==> src/rtl/led_fade_driver.sv <==
// led_fade_driver: turns the blinker's active-low on/off level into a PWM LED drive
// that fades in and out instead of switching hard.
// Optional build macro LED_FADE_GAMMA_EN: maps duty through a squared curve before
// it reaches the PWM comparator. The duty port stays linear in both builds.
module led_fade_driver #(
    parameter int PWM_BITS = 8,
    parameter int STEP_DIV = 97_656
) (
    input  logic                clk,
    input  logic                rst,
    input  logic                led_in,
    input  logic                enable,
    output logic                led_out,
    output logic [PWM_BITS-1:0] duty,
    output logic                busy
);

    localparam int STEP_W = (STEP_DIV > 1) ? $clog2(STEP_DIV) : 1;
    localparam logic [PWM_BITS-1:0] ZERO_V    = {PWM_BITS{1'b0}};
    localparam logic [PWM_BITS-1:0] ONE_V     = PWM_BITS'(1);
    localparam logic [PWM_BITS-1:0] MAX_V     = {PWM_BITS{1'b1}};
    localparam logic [PWM_BITS-1:0] MAX_M1_V  = MAX_V - ONE_V;
    localparam logic [STEP_W-1:0]   STEP_ZERO = {STEP_W{1'b0}};
    localparam logic [STEP_W-1:0]   STEP_ONE  = STEP_W'(1);
    localparam logic [STEP_W-1:0]   STEP_LAST = STEP_W'(STEP_DIV - 1);

    typedef enum logic [1:0] {
        ST_OFF       = 2'd0,
        ST_FADE_UP   = 2'd1,
        ST_ON        = 2'd2,
        ST_FADE_DOWN = 2'd3
    } state_t;

    logic                sync1_r;
    logic                sync2_r;
    logic                req_on_s;
    state_t              state_r;
    state_t              state_s;
    logic [PWM_BITS-1:0] duty_r;
    logic [PWM_BITS-1:0] duty_s;
    logic [STEP_W-1:0]   step_cnt_r;
    logic [STEP_W-1:0]   step_cnt_s;
    logic                tick_s;
    logic                busy_r;
    logic                busy_s;
    logic [PWM_BITS-1:0] pwm_cnt_r;
    logic [PWM_BITS-1:0] duty_lat_r;
    logic [PWM_BITS-1:0] level_s;
    logic                led_out_r;

    // Two-flop synchronizer for the asynchronous blinker level (idles high = LED off)
    always_ff @(posedge clk or posedge rst) begin
        if (rst) begin
            sync1_r <= 1'b1;
            sync2_r <= 1'b1;
        end else begin
            sync1_r <= led_in;
            sync2_r <= sync1_r;
        end
    end

    assign req_on_s = ~sync2_r;
    assign tick_s   = (step_cnt_r == STEP_LAST);

    // State register together with the ramp level, prescaler and busy flag
    always_ff @(posedge clk or posedge rst) begin
        if (rst) begin
            state_r    <= ST_OFF;
            duty_r     <= ZERO_V;
            step_cnt_r <= STEP_ZERO;
            busy_r     <= 1'b0;
        end else begin
            state_r    <= state_s;
            duty_r     <= duty_s;
            step_cnt_r <= step_cnt_s;
            busy_r     <= busy_s;
        end
    end

    // Next-state logic: enable has top priority, a direction change beats a step tick
    always_comb begin
        state_s    = state_r;
        duty_s     = duty_r;
        step_cnt_s = step_cnt_r;
        if (!enable) begin
            state_s    = ST_OFF;
            duty_s     = ZERO_V;
            step_cnt_s = STEP_ZERO;
        end else begin
            case (state_r)
                ST_OFF: begin
                    duty_s     = ZERO_V;
                    step_cnt_s = STEP_ZERO;
                    if (req_on_s) begin
                        state_s = ST_FADE_UP;
                    end else begin
                        state_s = ST_OFF;
                    end
                end
                ST_FADE_UP: begin
                    if (!req_on_s) begin
                        state_s    = ST_FADE_DOWN;
                        step_cnt_s = STEP_ZERO;
                    end else if (tick_s) begin
                        step_cnt_s = STEP_ZERO;
                        if (duty_r >= MAX_M1_V) begin
                            duty_s  = MAX_V;
                            state_s = ST_ON;
                        end else begin
                            duty_s = duty_r + ONE_V;
                        end
                    end else begin
                        step_cnt_s = step_cnt_r + STEP_ONE;
                    end
                end
                ST_ON: begin
                    duty_s     = MAX_V;
                    step_cnt_s = STEP_ZERO;
                    if (!req_on_s) begin
                        state_s = ST_FADE_DOWN;
                    end else begin
                        state_s = ST_ON;
                    end
                end
                ST_FADE_DOWN: begin
                    if (req_on_s) begin
                        state_s    = ST_FADE_UP;
                        step_cnt_s = STEP_ZERO;
                    end else if (tick_s) begin
                        step_cnt_s = STEP_ZERO;
                        if (duty_r <= ONE_V) begin
                            duty_s  = ZERO_V;
                            state_s = ST_OFF;
                        end else begin
                            duty_s = duty_r - ONE_V;
                        end
                    end else begin
                        step_cnt_s = step_cnt_r + STEP_ONE;
                    end
                end
                default: begin
                    state_s    = ST_OFF;
                    duty_s     = ZERO_V;
                    step_cnt_s = STEP_ZERO;
                end
            endcase
        end
    end

    // Output decode: busy follows the state it will be registered with
    always_comb begin
        if ((state_s == ST_FADE_UP) || (state_s == ST_FADE_DOWN)) begin
            busy_s = 1'b1;
        end else begin
            busy_s = 1'b0;
        end
    end

`ifdef LED_FADE_GAMMA_EN
    logic [2*PWM_BITS-1:0] duty_sq_s;

    // Squared brightness curve; full scale is pinned so ON is lit continuously
    always_comb begin
        duty_sq_s = {{PWM_BITS{1'b0}}, duty_r} * {{PWM_BITS{1'b0}}, duty_r};
        if (duty_r == MAX_V) begin
            level_s = MAX_V;
        end else begin
            level_s = duty_sq_s[2*PWM_BITS-1:PWM_BITS];
        end
    end
`else
    // Linear brightness: PWM level equals the ramp value
    always_comb begin
        level_s = duty_r;
    end
`endif

    // PWM period counter, MAX cycles per period; compare level is reloaded only at
    // period end so a changing duty never produces a runt pulse
    always_ff @(posedge clk or posedge rst) begin
        if (rst) begin
            pwm_cnt_r  <= ZERO_V;
            duty_lat_r <= ZERO_V;
            led_out_r  <= 1'b1;
        end else begin
            if (pwm_cnt_r == MAX_M1_V) begin
                pwm_cnt_r <= ZERO_V;
            end else begin
                pwm_cnt_r <= pwm_cnt_r + ONE_V;
            end
            if (!enable) begin
                duty_lat_r <= ZERO_V;
            end else if (pwm_cnt_r == MAX_M1_V) begin
                duty_lat_r <= level_s;
            end else begin
                duty_lat_r <= duty_lat_r;
            end
            led_out_r <= ~(pwm_cnt_r < duty_lat_r);
        end
    end

    assign led_out = led_out_r;
    assign duty    = duty_r;
    assign busy    = busy_r;

endmodule
==> config.mk <==
export PLATFORM = sky130hd
export DESIGN_NAME = led_fade_driver
export DESIGN_NICKNAME = d
export VERILOG_FILES = /design/src/rtl/led_fade_driver.sv
export SDC_FILE = /design/constraint.sdc
export NUM_CORES = 1
export LEC_CHECK = 0
export BUFFER_PORTS_ARGS = -buffer_cell sky130_fd_sc_hd__buf_4
export CAP_MARGIN = 40
export CORE_MARGIN = 2
export CORE_UTILIZATION = 42
export CTS_BUF_LIST = sky130_fd_sc_hd__clkbuf_2
export DETAILED_ROUTE_END_ITERATION = 7
export PLACE_DENSITY_LB_ADDON = 0.08
export SYNTH_ARGS = -nofsm -noshare
export SYNTH_HDL_FRONTEND = slang
export SYNTH_SLANG_ARGS = --single-unit
==> constraint.sdc <==
create_clock -name clk -period 2.34 [get_ports clk]
set_input_delay 0.468 -clock clk [delete_from_list [all_inputs] [get_ports clk]]
set_output_delay 0.468 -clock clk [all_outputs]
set_load 0.005 [all_outputs]
==> results.tsv, run 1 <==
stage	metric	value	unit
logic_synthesis	avgSynthCellArea	8.815	um2
placed_design	hpwl	4.516	mm
cts	cts_tree	done	
logic_synthesis	yosysUniqueCellTypes	47	
final_layout	num_antenna_cells	0	
sta	grt_setup_unrepaired	false	
logic_synthesis	synth.area.top_cells	dfrtp_1 40%, ha_1 6.4%, nor2_1 6.1%	
routing	wire_per_inst	15.15	um
outcome	status	finished, final reports clean	
critical_path	critPathBufInv	0	
critical_path	crit_fanout	8	
sta	period_share	89.66	%
final_layout	nNetsFinal	347	
logic_synthesis	yosysWarnings	0	
routing	detail_route.iter0.violations	207	
logic_synthesis	netlist_instances	309	
cts	cts_buffers	5	
final_layout	drive_gt1_share	12.12	%
routing	finalWirelength	6.165	mm
cts	post_cts_buffers	0	
routing	via_per_inst	5.572	
hold_path	worstHoldPathCells	1	
sta	tightest_slew	0.6578	ns
cts	clk_latency	0.42	ns
logic_synthesis	ys.flop_type	dfrtp_1	
critical_path	endpoint_kind	register	
cts	clk_pin_slew	0.24	ns
routing	drtAntennaViolNets	0	
routing	first_pass_iters	5	
critical_path	crit_path_start_kind	register	
job	drv_cap	0	
critical_path	crit_arrival	2.44	ns
final_layout	area_delta_synth_final	10.20	%
die	initial_core_util	43.14	%
global_route	grt_max_degree	18	
sta	final_hold_viol_count	0	
sta	drv_slew	0	
logic_synthesis	synth_fp_nets	327	
pwr	pwr_density_cell	422.9	mW/mm2
die	die_w	84.53	um
pwr	ir_worst_vdd	0.0002677	V
logic_synthesis	yosysTopAreaCell	dfrtp_1	
critical_path	crit_path_max_incr_delay	0.54	ns
critical_path	r2r_slack	0.24	ns
critical_path	worstReg2RegEnd	duty[5]	
hold_path	min_path_type	in -> reg	
cts	cts_htree_levels	2	
logic_synthesis	syn_area	0.002724	mm2
pwr	total_power	1.270	mW
global_route	antenna_found_initial	0	
die	die_height	84.53	um
final_layout	fill_cells	622	
hold_path	hp-start	led_in	
critical_path	critical_path_class	reg -> reg	
global_route	grt_pass1_vias	2242	
routing	vias	2268	
cts	cts_sinks	46	
sta	max-slew-margin-rel	55.68	%
critical_path	crit_cells	5	
critical_path	critPathRequiredTime	2.68	ns
logic_synthesis	yosysSeqAreaShare	42.40	%
sta	fin_crit	2.098	ns
critical_path	r2r_start	step_cnt_r[0]	
die	num_io_pins	14	
critical_path	cp_top_family	compound AO/OA/AOI/OAI gates	
global_route	grt-ovfl-total	0	
pwr	p_leak	1.217	nW
die	dieArea	0.007145	mm2
logic_synthesis	yosysTopAreaCellShare	39.50	%
logic_synthesis	synth_edf_count	0	
sta	fmax	476.6	MHz
die	rows	29	
hold_path	holdPathEnd	sync1_r	
critical_path	path_cells	ha_1 > nand4bb_1 > or4_4 > o21ba_1 > a221o_1	
routing	drc	0	
logic_synthesis	synth-seq-cells	46	
cts	cts_buffer_depth	2	
global_route	track_usage	18.73	%
placed_design	gp_congestion	0.9078	
logic_synthesis	async_flop_share	100.0	%
sta	finalSetupViolCount	0	
sta	tns	0	ns
sta	finalClockSkew	0.01270	ns
critical_path	rr_worst_depth	5	
placed_design	portBuffers	13	
cts	clock-root-buffer	clkbuf_2	
critical_path	crit_path_top_delay_cell	or4_4	
global_route	grt_pass1_wl	10.71	mm
die	design.core.area	0.006314	mm2
[cells in the mapped netlist (4+ instances only)]
library cell and instances:
inv_1 14, buf_2 5, nor4_1 4, o21ai_0 5, nand2_1 40, a21oi_1 17
a211oi_1 4, xor2_1 13, nand4_1 5, xnor2_1 9, nand2b_1 4, nand3_1 13
nor2_1 44, ha_1 14, o221ai_1 4, or3_1 5, dfrtp_1 43, o21ai_1 6
clkbuf_1 7
[worst max path at each step]
stage	from	to	slack (ns)
after floorplan	duty[1]	duty[4]	0.36
after global placement	duty[0]	duty[4]	0.25
after detailed placement	duty[0]	duty[4]	0.26
after CTS	duty[0]	duty[4]	0.19
after global routing	duty[1]	duty[2]	0.05
final	step_cnt_r[0]	duty[5]	0.24
[placed cells by master, fill, tap and decap left out, drive strengths merged, types with 2 or more instances in the layout]
master and instances:
nor2 44, dfrtp 43, nand2 40, buf 26, a21oi 17, inv 15
ha 14, nand3 13, xor2 13, o21ai 11, xnor2 9, clkbuf 6
nand4 5, or3 5, nand2b 4, o221ai 4, nor4 4, a211oi 4
nand4bb 3, o31ai 3, nor3 3, a311oi 3, o211ai 3, a21o 3
o21a 3, nor3b 3, dfstp 3, or4 3, nor2b 2, a221o 2
nand4b 2, and3 2, o21bai 2, a22o 2
[routing by layer]
layer  vias up  GRT usage (%)  wire length (um)
li1       1119              -                 -
met1      1103          26.02              2942
met2        42          29.85              2958
met3         4          3.736               218
met4         0          5.339                46
met5         -              0                 0
[registers in the layout, indices dropped and copies added, names as in the netlist]
register and count:
duty 8, pwm_cnt_r 8, led_out 1, duty_lat_r 8, state_r 1, sync2_r 1
step_cnt_r 17, sync1_r 1, busy 1
[where the power goes]
part	leakage (nW)	total, mW	internal (mW)	switching [mW]
registers	0.614	0.815	0.805	0.0106
logic	0.572	0.102	0.0367	0.0655
clock network	0.0310	0.352	0.0795	0.273
[cells by family after synthesis]
group	Yosys count	synth area share (%)
DFF	46	42.40
buffers and inverters	28	4.410
and+or+nand+nor	135	23.79
AOI/OAI and AO/OA	64	15.89
xor gates and xnor gates	22	7.074
adders and majority gates	14	6.431
[through the flow]
| step | util, % | worst slack, ns | hold WS, ns | cells | cell area [um2] |
|---|---|---|---|---|---|
| after global placement | 46.69 | 0.2529 | 0.3458 | 398 | 2948 |
| after CTS | 47.52 | 0.1872 | 0.09280 | 407 | 3000 |
| after global routing | 47.54 | 0.05163 | 0.06288 | 407 | 3002 |
| after floorplan | - | 0.3643 | 0.3452 | 309 | 2724 |
| final | 47.54 | 0.2419 | 0.1228 | 407 | 3002 |
| after detailed placement | 46.69 | 0.2626 | 0.3526 | 398 | 2948 |
[what timing repair did]
action / CTS / global route
hold buffers: 1 / 0
setup endpoints to repair: 0 / 2
hold endpoints to repair: 13 / 0
gates resized for setup: 0 / 1
[final cells by class]
type                       count  area [um2]  area share [%]
clock buffer                   6       30.03           1.000
clock inverter                 2       12.51          0.4168
inverter                      14       52.55           1.751
multi-input combinational    235        1449           48.27
sequential                    46        1156           38.52
tap                           77       96.34           3.210
timing repair buffer          27       205.2           6.836
[worst reg2reg max path: stages (launching register included)]
cell	delay, ns
dfrtp_1	0.44
ha_1	0.24
nand4bb_1	0.12
or4_4	0.54
o21ba_1	0.30
a221o_1	0.38
Note: power is estimated with default switching activity, not from simulation.
==> run 2: changes to the inputs <==
--- a/config.mk
+++ b/config.mk
@@ -5,12 +5,12 @@
 export SDC_FILE = /design/constraint.sdc
 export NUM_CORES = 1
 export LEC_CHECK = 0
-export BUFFER_PORTS_ARGS = -buffer_cell sky130_fd_sc_hd__buf_4
 export CAP_MARGIN = 40
 export CORE_MARGIN = 2
 export CORE_UTILIZATION = 42
 export CTS_BUF_LIST = sky130_fd_sc_hd__clkbuf_2
 export DETAILED_ROUTE_END_ITERATION = 7
+export DONT_BUFFER_PORTS = 1
 export PLACE_DENSITY_LB_ADDON = 0.08
 export SYNTH_ARGS = -nofsm -noshare
 export SYNTH_HDL_FRONTEND = slang
==> results.tsv, run 2 (synthesized netlist as in run 1, its figures left out) <==
stage	metric	value	unit	change
critical_path	rr_worst_depth	6		+1
critical_path	crit_cells	6		+1
die	initial_core_util	43.14	%	unchanged
critical_path	critPathBufInv	0		unchanged
critical_path	critical_path_class	reg -> reg		
global_route	globalRouteMet2Util	29.49	%	-0.36 points
pwr	p_sw_share	24.86	%	-2.6 points
die	rows	29		unchanged
final_layout	nNetsFinal	337		-2.9%
sta	finalSetupViolCount	0		unchanged
cts	post_cts_buffers	0		unchanged
cts	cts_htree_levels	2		unchanged
critical_path	path_cells	ha_1 > nand4bb_1 > or4_4 > a21oi_1 > o21ai_0 > o221ai_1		
sta	period_share	88.90	%	-0.76 points
outcome	status	finished, final reports clean		
cts	cts_tree	done		
cts	cts_sinks	46		unchanged
die	die_w	84.53	um	unchanged
die	num_io_pins	14		unchanged
sta	tightest_slew	0.7825	ns	+0.1247 ns
pwr	pwr_density_cell	460.1	mW/mm2	+8.8%
sta	tns	0	ns	unchanged
global_route	grt_max_degree	26		+8
critical_path	crit_path_max_incr_delay	0.54	ns	about the same
routing	drc	0		unchanged
hold_path	worstHoldPathCells	2		+1
sta	drv_slew	0		unchanged
routing	wire_per_inst	15.27	um	+0.82%
final_layout	largest_register_ffs	17		unchanged
sta	max-slew-margin-rel	47.28	%	-8.4 points
global_route	grt-ovfl-total	0		unchanged
critical_path	crit_path_top_delay_cell	or4_4		
cts	clk_latency	0.41	ns	about the same
final_layout	fill_cells	621		-0.16%
routing	detail_route.iter0.violations	147		-29%
final_layout	final_cell_mix	44 x nor2_1, 43 x dfrtp_1, 40 x nand2_1, 17 x a21oi_1, 15 x buf_4		
critical_path	critPathRequiredTime	2.69	ns	about the same
critical_path	crit_fanout	5		-3
cts	clk_pin_slew	0.25	ns	about the same
sta	fin_crit	2.080	ns	-0.01790 ns
global_route	grt_pass1_vias	2167		-3.3%
final_layout	num_antenna_cells	0		unchanged
placed_design	gp_congestion	0.8248		-9.1%
cts	cts_buffers	5		unchanged
pwr	pwr-share-clk	32.9	%	+5.2 points
global_route	grt_pass1_wl	10.58	mm	-1.2%
global_route	antenna_found_initial	0		unchanged
sta	setup_ws	0.2598	ns	+0.01790 ns
hold_path	min_path_type	in -> reg		
placed_design	placement.cell_area	0.002865	mm2	-2.8%
cts	clock-root-buffer	clkbuf_2		
global_route	top_usage_layer	met2		
cts	cts_buffer_depth	2		unchanged
pwr	ir_worst_vdd	0.0002793	V	+4.3%
placed_design	place_ws	0.2913	ns	+0.02866 ns
final_layout	design_area	0.002953	mm2	-1.6%
routing	drtAntennaViolNets	0		unchanged
sta	finalClockSkew	0.01867	ns	+0.005977 ns
pwr	p_int	1.021	mW	+11%
placed_design	hpwl	4.361	mm	-3.4%
routing	vias	2249		-0.84%
global_route	track_usage	18.14	%	-0.59 points
sta	final_hold_viol_count	0		unchanged
critical_path	crit_path_start_kind	register		
sta	grt_setup_unrepaired	false		
final_layout	largest-register	step_cnt_r		
final_layout	final_common_cell	nor2_1		
die	die_height	84.53	um	unchanged
die	dieArea	0.007145	mm2	unchanged
critical_path	crit_arrival	2.43	ns	about the same
placed_design	portBuffers	0		-13
global_route	use_met1	24.75	%	-1.3 points
final_layout	area_delta_synth_final	8.406	%	
final_layout	drive_gt1_share	9.063	%	-3.1 points
die	design.core.area	0.006314	mm2	unchanged
pwr	pwr-share-seq	59.9	%	-4.3 points
job	drv_cap	0		unchanged
routing	via_per_inst	5.665		+1.7%
routing	finalWirelength	6.063	mm	-1.7%
global_route	use_met3	3.441	%	-0.29 points
pwr	switching_power	337.7	uW	-3.1%
pwr	p_leak	1.175	nW	-3.5%
critical_path	cp_top_family	compound AO/OA/AOI/OAI gates		
pwr	pwr-share-comb	7.1	%	-1.0 points
sta	fmax	480.7	MHz	+0.86%
critical_path	endpoint_kind	register		
routing	first_pass_iters	5		unchanged
run 2: layer usage:
layer | wire length [um] | share of wire, %
met1 | 2891 | 48
met3 | 240 | 4.0
met4 | 74 | 1.2
met5 | 0 | 0
met2 | 2857 | 47
run 2: stage by stage:
step	power [mW]	hold WS [ns]	std cells	util, %
floorplan	0.8919	0.3452	309	-
global placement	0.9227	0.3527	387	45.38
detailed placement	0.9227	0.3522	387	45.38
CTS	1.383	0.1470	397	46.77
global route	1.428	0.1196	397	46.77
finish	1.359	0.1887	397	46.77
run 2: worst register-to-register path, cell delays in order (launching register included):
cell       delay, ns
dfrtp_1         0.43
ha_1            0.23
nand4bb_1       0.12
or4_4           0.54
a21oi_1         0.17
o21ai_0         0.30
o221ai_1        0.25
run 2: power by group through the flow:
stage	Sequential (mW)	Combinational [mW]	Clock, mW
4_1_cts	0.815	0.0980	0.470
3_5_place_dp	0.828	0.0950	0
5_1_grt	0.817	0.110	0.501
2_1_floorplan	0.825	0.0670	0
3_3_place_gp	0.827	0.0953	0
6_report	0.814	0.0968	0.448
run 2: what timing repair did:
item                                   CTS  global route
endpoints found under the hold margin   22             0
gates resized for setup                  0             0
hold buffers                             2             0
run 2: area by class of cell:
| type | count | area (um2) | area share, % |
|---|---|---|---|
| clock buffer | 6 | 30.03 | 1.017 |
| clock inverter | 2 | 37.54 | 1.271 |
| inverter | 14 | 52.55 | 1.780 |
| multi-input combinational | 235 | 1449 | 49.07 |
| sequential | 46 | 1155 | 39.11 |
| tap | 77 | 96.34 | 3.263 |
| timing repair buffer | 17 | 132.6 | 4.492 |
run 2: worst paths after layout:
check / start / slack, ns / to
setup / recovery: step_cnt_r[0] / 0.26 / duty[6]
hold / removal: enable / 0.19 / busy
setup reg to reg: step_cnt_r[0] / 0.26 / duty[6]
hold reg to reg: sync1_r / 0.38 / sync2_r
max in group asynchronous: rst / 1.20 / sync1_r
min in group asynchronous: rst / 0.51 / duty[3]
==> run 3: changes to the inputs <==
--- a/config.mk
+++ b/config.mk
@@ -5,6 +5,7 @@
 export SDC_FILE = /design/constraint.sdc
 export NUM_CORES = 1
 export LEC_CHECK = 0
+export ABC_AREA = 1
 export CAP_MARGIN = 40
 export CORE_MARGIN = 2
 export CORE_UTILIZATION = 42
==> constraint.sdc (replaced) <==
create_clock -name clk -period 2.5 [get_ports clk]
set_input_delay 0.5 -clock clk [delete_from_list [all_inputs] [get_ports clk]]
set_output_delay 0.5 -clock clk [all_outputs]
set_load 0.005 [all_outputs]
==> results.tsv, run 3 <==
stage	metric	value	unit	change
placed_design	gp_congestion	0.8987		+9.0%
logic_synthesis	async_flop_share	100.0	%	unchanged
logic_synthesis	yosysSeqAreaShare	39.09	%	-3.3 points
global_route	grt_max_degree	47		+81%
critical_path	critPathRequiredTime	2.88	ns	+0.19 ns
cts	cts_buffers	5		unchanged
global_route	grt_pass1_vias	2251		+3.9%
logic_synthesis	synth_top_family_by_area	simple AND/OR/NAND/NOR gates		
logic_synthesis	yosysWarnings	0		unchanged
cts	clock-root-buffer	clkbuf_2		
global_route	grt_pass1_wl	10.96	mm	+3.5%
sta	hold_slack	0.06627	ns	-0.1224 ns
final_layout	area_delta_synth_final	5.633	%	
logic_synthesis	synth_edf_count	0		unchanged
sta	drv_slew	0		unchanged
sta	setup_ws	0.6363	ns	+0.3765 ns
routing	first_pass_iters	4		-1
outcome	status	finished, final reports clean		
routing	vias	2454		+9.1%
logic_synthesis	synth_fa_ha_area_share	5.930	%	-0.50 points
logic_synthesis	yosysTopAreaCell	dfrtp_1		
die	num_io_pins	14		unchanged
final_layout	design_area	0.003120	mm2	+5.7%
final_layout	drive_gt1_share	11.31	%	+2.2 points
sta	max-slew-margin-rel	60.77	%	+13 points
routing	finalWirelength	6.464	mm	+6.6%
die	die_height	87.87	um	+3.9%
sta	grt_setup_unrepaired	false		
logic_synthesis	yosysUniqueCellTypes	35		-26%
job	drv_cap	0		unchanged
critical_path	endpoint_kind	register		
sta	fin_crit	1.864	ns	-0.2165 ns
pwr	p_leak	1.471	nW	+25%
logic_synthesis	synth-xor-area-share	2.372	%	-4.7 points
cts	cts_tree	done		
cts	clk_latency	0.42	ns	about the same
final_layout	largest_register_ffs	17		unchanged
pwr	total_power	1.323	mW	-2.6%
critical_path	crit_fanout	8		+3
cts	clk_pin_slew	0.24	ns	about the same
logic_synthesis	avgSynthCellArea	7.498	um2	-15%
routing	drc	0		unchanged
global_route	antenna_found_initial	0		unchanged
logic_synthesis	yosysTopAreaCellShare	36.43	%	-3.1 points
die	die_w	87.87	um	+3.9%
global_route	track_usage	18.14	%	about the same
logic_synthesis	synth_common_cells	99 x nand2_1, 48 x inv_1, 46 x nor2_1, 43 x dfrtp_1, 36 x nand3_1		
cts	cts_htree_levels	2		unchanged
critical_path	crit_arrival	2.24	ns	-0.19 ns
sta	finalSetupViolCount	0		unchanged
logic_synthesis	synth.most_common_cell	nand2_1		
die	design.core.area	0.006794	mm2	+7.6%
logic_synthesis	yosys.area_share.simple	37.48	%	+14 points
sta	tns	0	ns	unchanged
logic_synthesis	netlist_instances	394		+28%
placed_design	dp_cells	485		+25%
routing	wire_per_inst	13.09	um	-14%
die	dieArea	0.007720	mm2	+8.0%
cts	cts_buffer_depth	2		unchanged
placed_design	placement.cell_area	0.003045	mm2	+6.3%
cts	cts_sinks	46		unchanged
die	rows	30		+3.4%
final_layout	multi_input_area	0.001572	mm2	+8.5%
final_layout	utilization	45.93	%	-0.84 points
logic_synthesis	synth-compound-area-share	7.412	%	-8.5 points
logic_synthesis	synth-seq-cells	46		unchanged
placed_design	place_ws	0.6519	ns	+0.3606 ns
sta	fmax	536.6	MHz	+12%
routing	detail_route.iter0.violations	117		-20%
sta	period_share	74.55	%	-14 points
critical_path	crit_path_start_kind	register		
sta	tightest_slew	0.5885	ns	-0.1940 ns
critical_path	critical_path_class	reg -> reg		
final_layout	largest-register	step_cnt_r		
placed_design	hpwl	4.677	mm	+7.3%
hold_path	min_path_type	in -> async		
logic_synthesis	syn_area	0.002954	mm2	+8.5%
final_layout	final_cell_mix	99 x nand2_1, 47 x inv_1, 46 x nor2_1, 43 x dfrtp_1, 36 x nand3_1		
final_layout	nNetsFinal	415		+23%
sta	final_hold_viol_count	0		unchanged
final_layout	fill_cells	713		+15%
logic_synthesis	synth_fp_nets	412		+26%
final_layout	num_antenna_cells	0		unchanged
pwr	ir_worst_vdd	0.0002215	V	-21%
final_layout	fin_cells	494		+24%
die	initial_core_util	43.48	%	+0.34 points
sta	finalClockSkew	0.007252	ns	-0.01142 ns
routing	drtAntennaViolNets	0		unchanged
routing	via_per_inst	4.968		-12%
global_route	grt-ovfl-total	0		unchanged
logic_synthesis	synth.area.top_cells	dfrtp_1 36%, nand2_1 13%, nand3_1 6.1%		
logic_synthesis	ys.flop_type	dfrtp_1		
logic_synthesis	yosys-mux-area-fraction	0	%	unchanged
placed_design	portBuffers	0		unchanged
cts	post_cts_buffers	0		unchanged
final_layout	register_area	0.001155	mm2	unchanged
final_layout	final_common_cell	nand2_1		
pwr	pwr_density_cell	424.1	mW/mm2	-7.8%
-- run 3: timing repair --
item	4_1_cts	5_1_grt
endpoints found under the hold margin	0	1
setup endpoints to repair	0	0
gates resized for setup	0	0
hold buffers	0	1
-- run 3: cell families (layout without fill, tap and decap cells) --
| kind of cell | Yosys count | count (layout) |
|---|---|---|
| XOR/XNOR | 8 | 8 |
| buffers and inverters | 57 | 61 |
| adder cells (fa/ha/maj) | 14 | 14 |
| AO/OA/AOI/OAI | 37 | 37 |
| flip-flops | 46 | 46 |
| AND/OR/NAND/NOR | 232 | 232 |
-- run 3: path summary, 6_finish.rpt --
path                          from      endpoint  slack (ns)  cells after the start
min reg2reg                sync1_r       sync2_r        0.37                      0
min                            rst  pwm_cnt_r[6]        0.07                      2
max                        duty[0]       duty[4]        0.64                      9
min in group clk            enable    state_r[1]        0.15                      2
max in group asynchronous      rst       sync2_r        2.05                      2
max reg2reg                duty[0]       duty[4]        0.64                      9
-- run 3: worst max-delay path, cell delays in order (launching register included) --
cell and delay, ns:
dfrtp_1 0.53, inv_1 0.16, ha_1 0.27, o21ai_0 0.17, nor2_1 0.08, nor2_2 0.30
nand3_1 0.12, nand3_1 0.09, nand2_1 0.05, nand2_1 0.05
-- run 3: where the power goes --
part	switching (mW)	internal, mW	total [mW]
clock	0.256	0.178	0.433
combinational	0.0861	0.0348	0.121
sequential	0.0144	0.755	0.769
-- run 3: layer usage --
| layer | up-vias | global-route usage (%) | part of all wire, % |
|---|---|---|---|
| li1 | 1278 | - | - |
| met3 | 9 | 3.110 | 2.5 |
| met1 | 1140 | 26.88 | 53 |
| met2 | 27 | 27.13 | 43 |
| met4 | 0 | 5.315 | 1.5 |
| met5 | - | 0 | 0 |
-- run 3: layout make-up --
type	instances	share of cell area, %
flip-flops and latches	46	37.01
inverters	51	6.135
multi-input cells	291	50.36
well taps	96	3.849
clock buffers	7	1.123
clock inverters	1	0.9623
repair buffers	2	0.5613
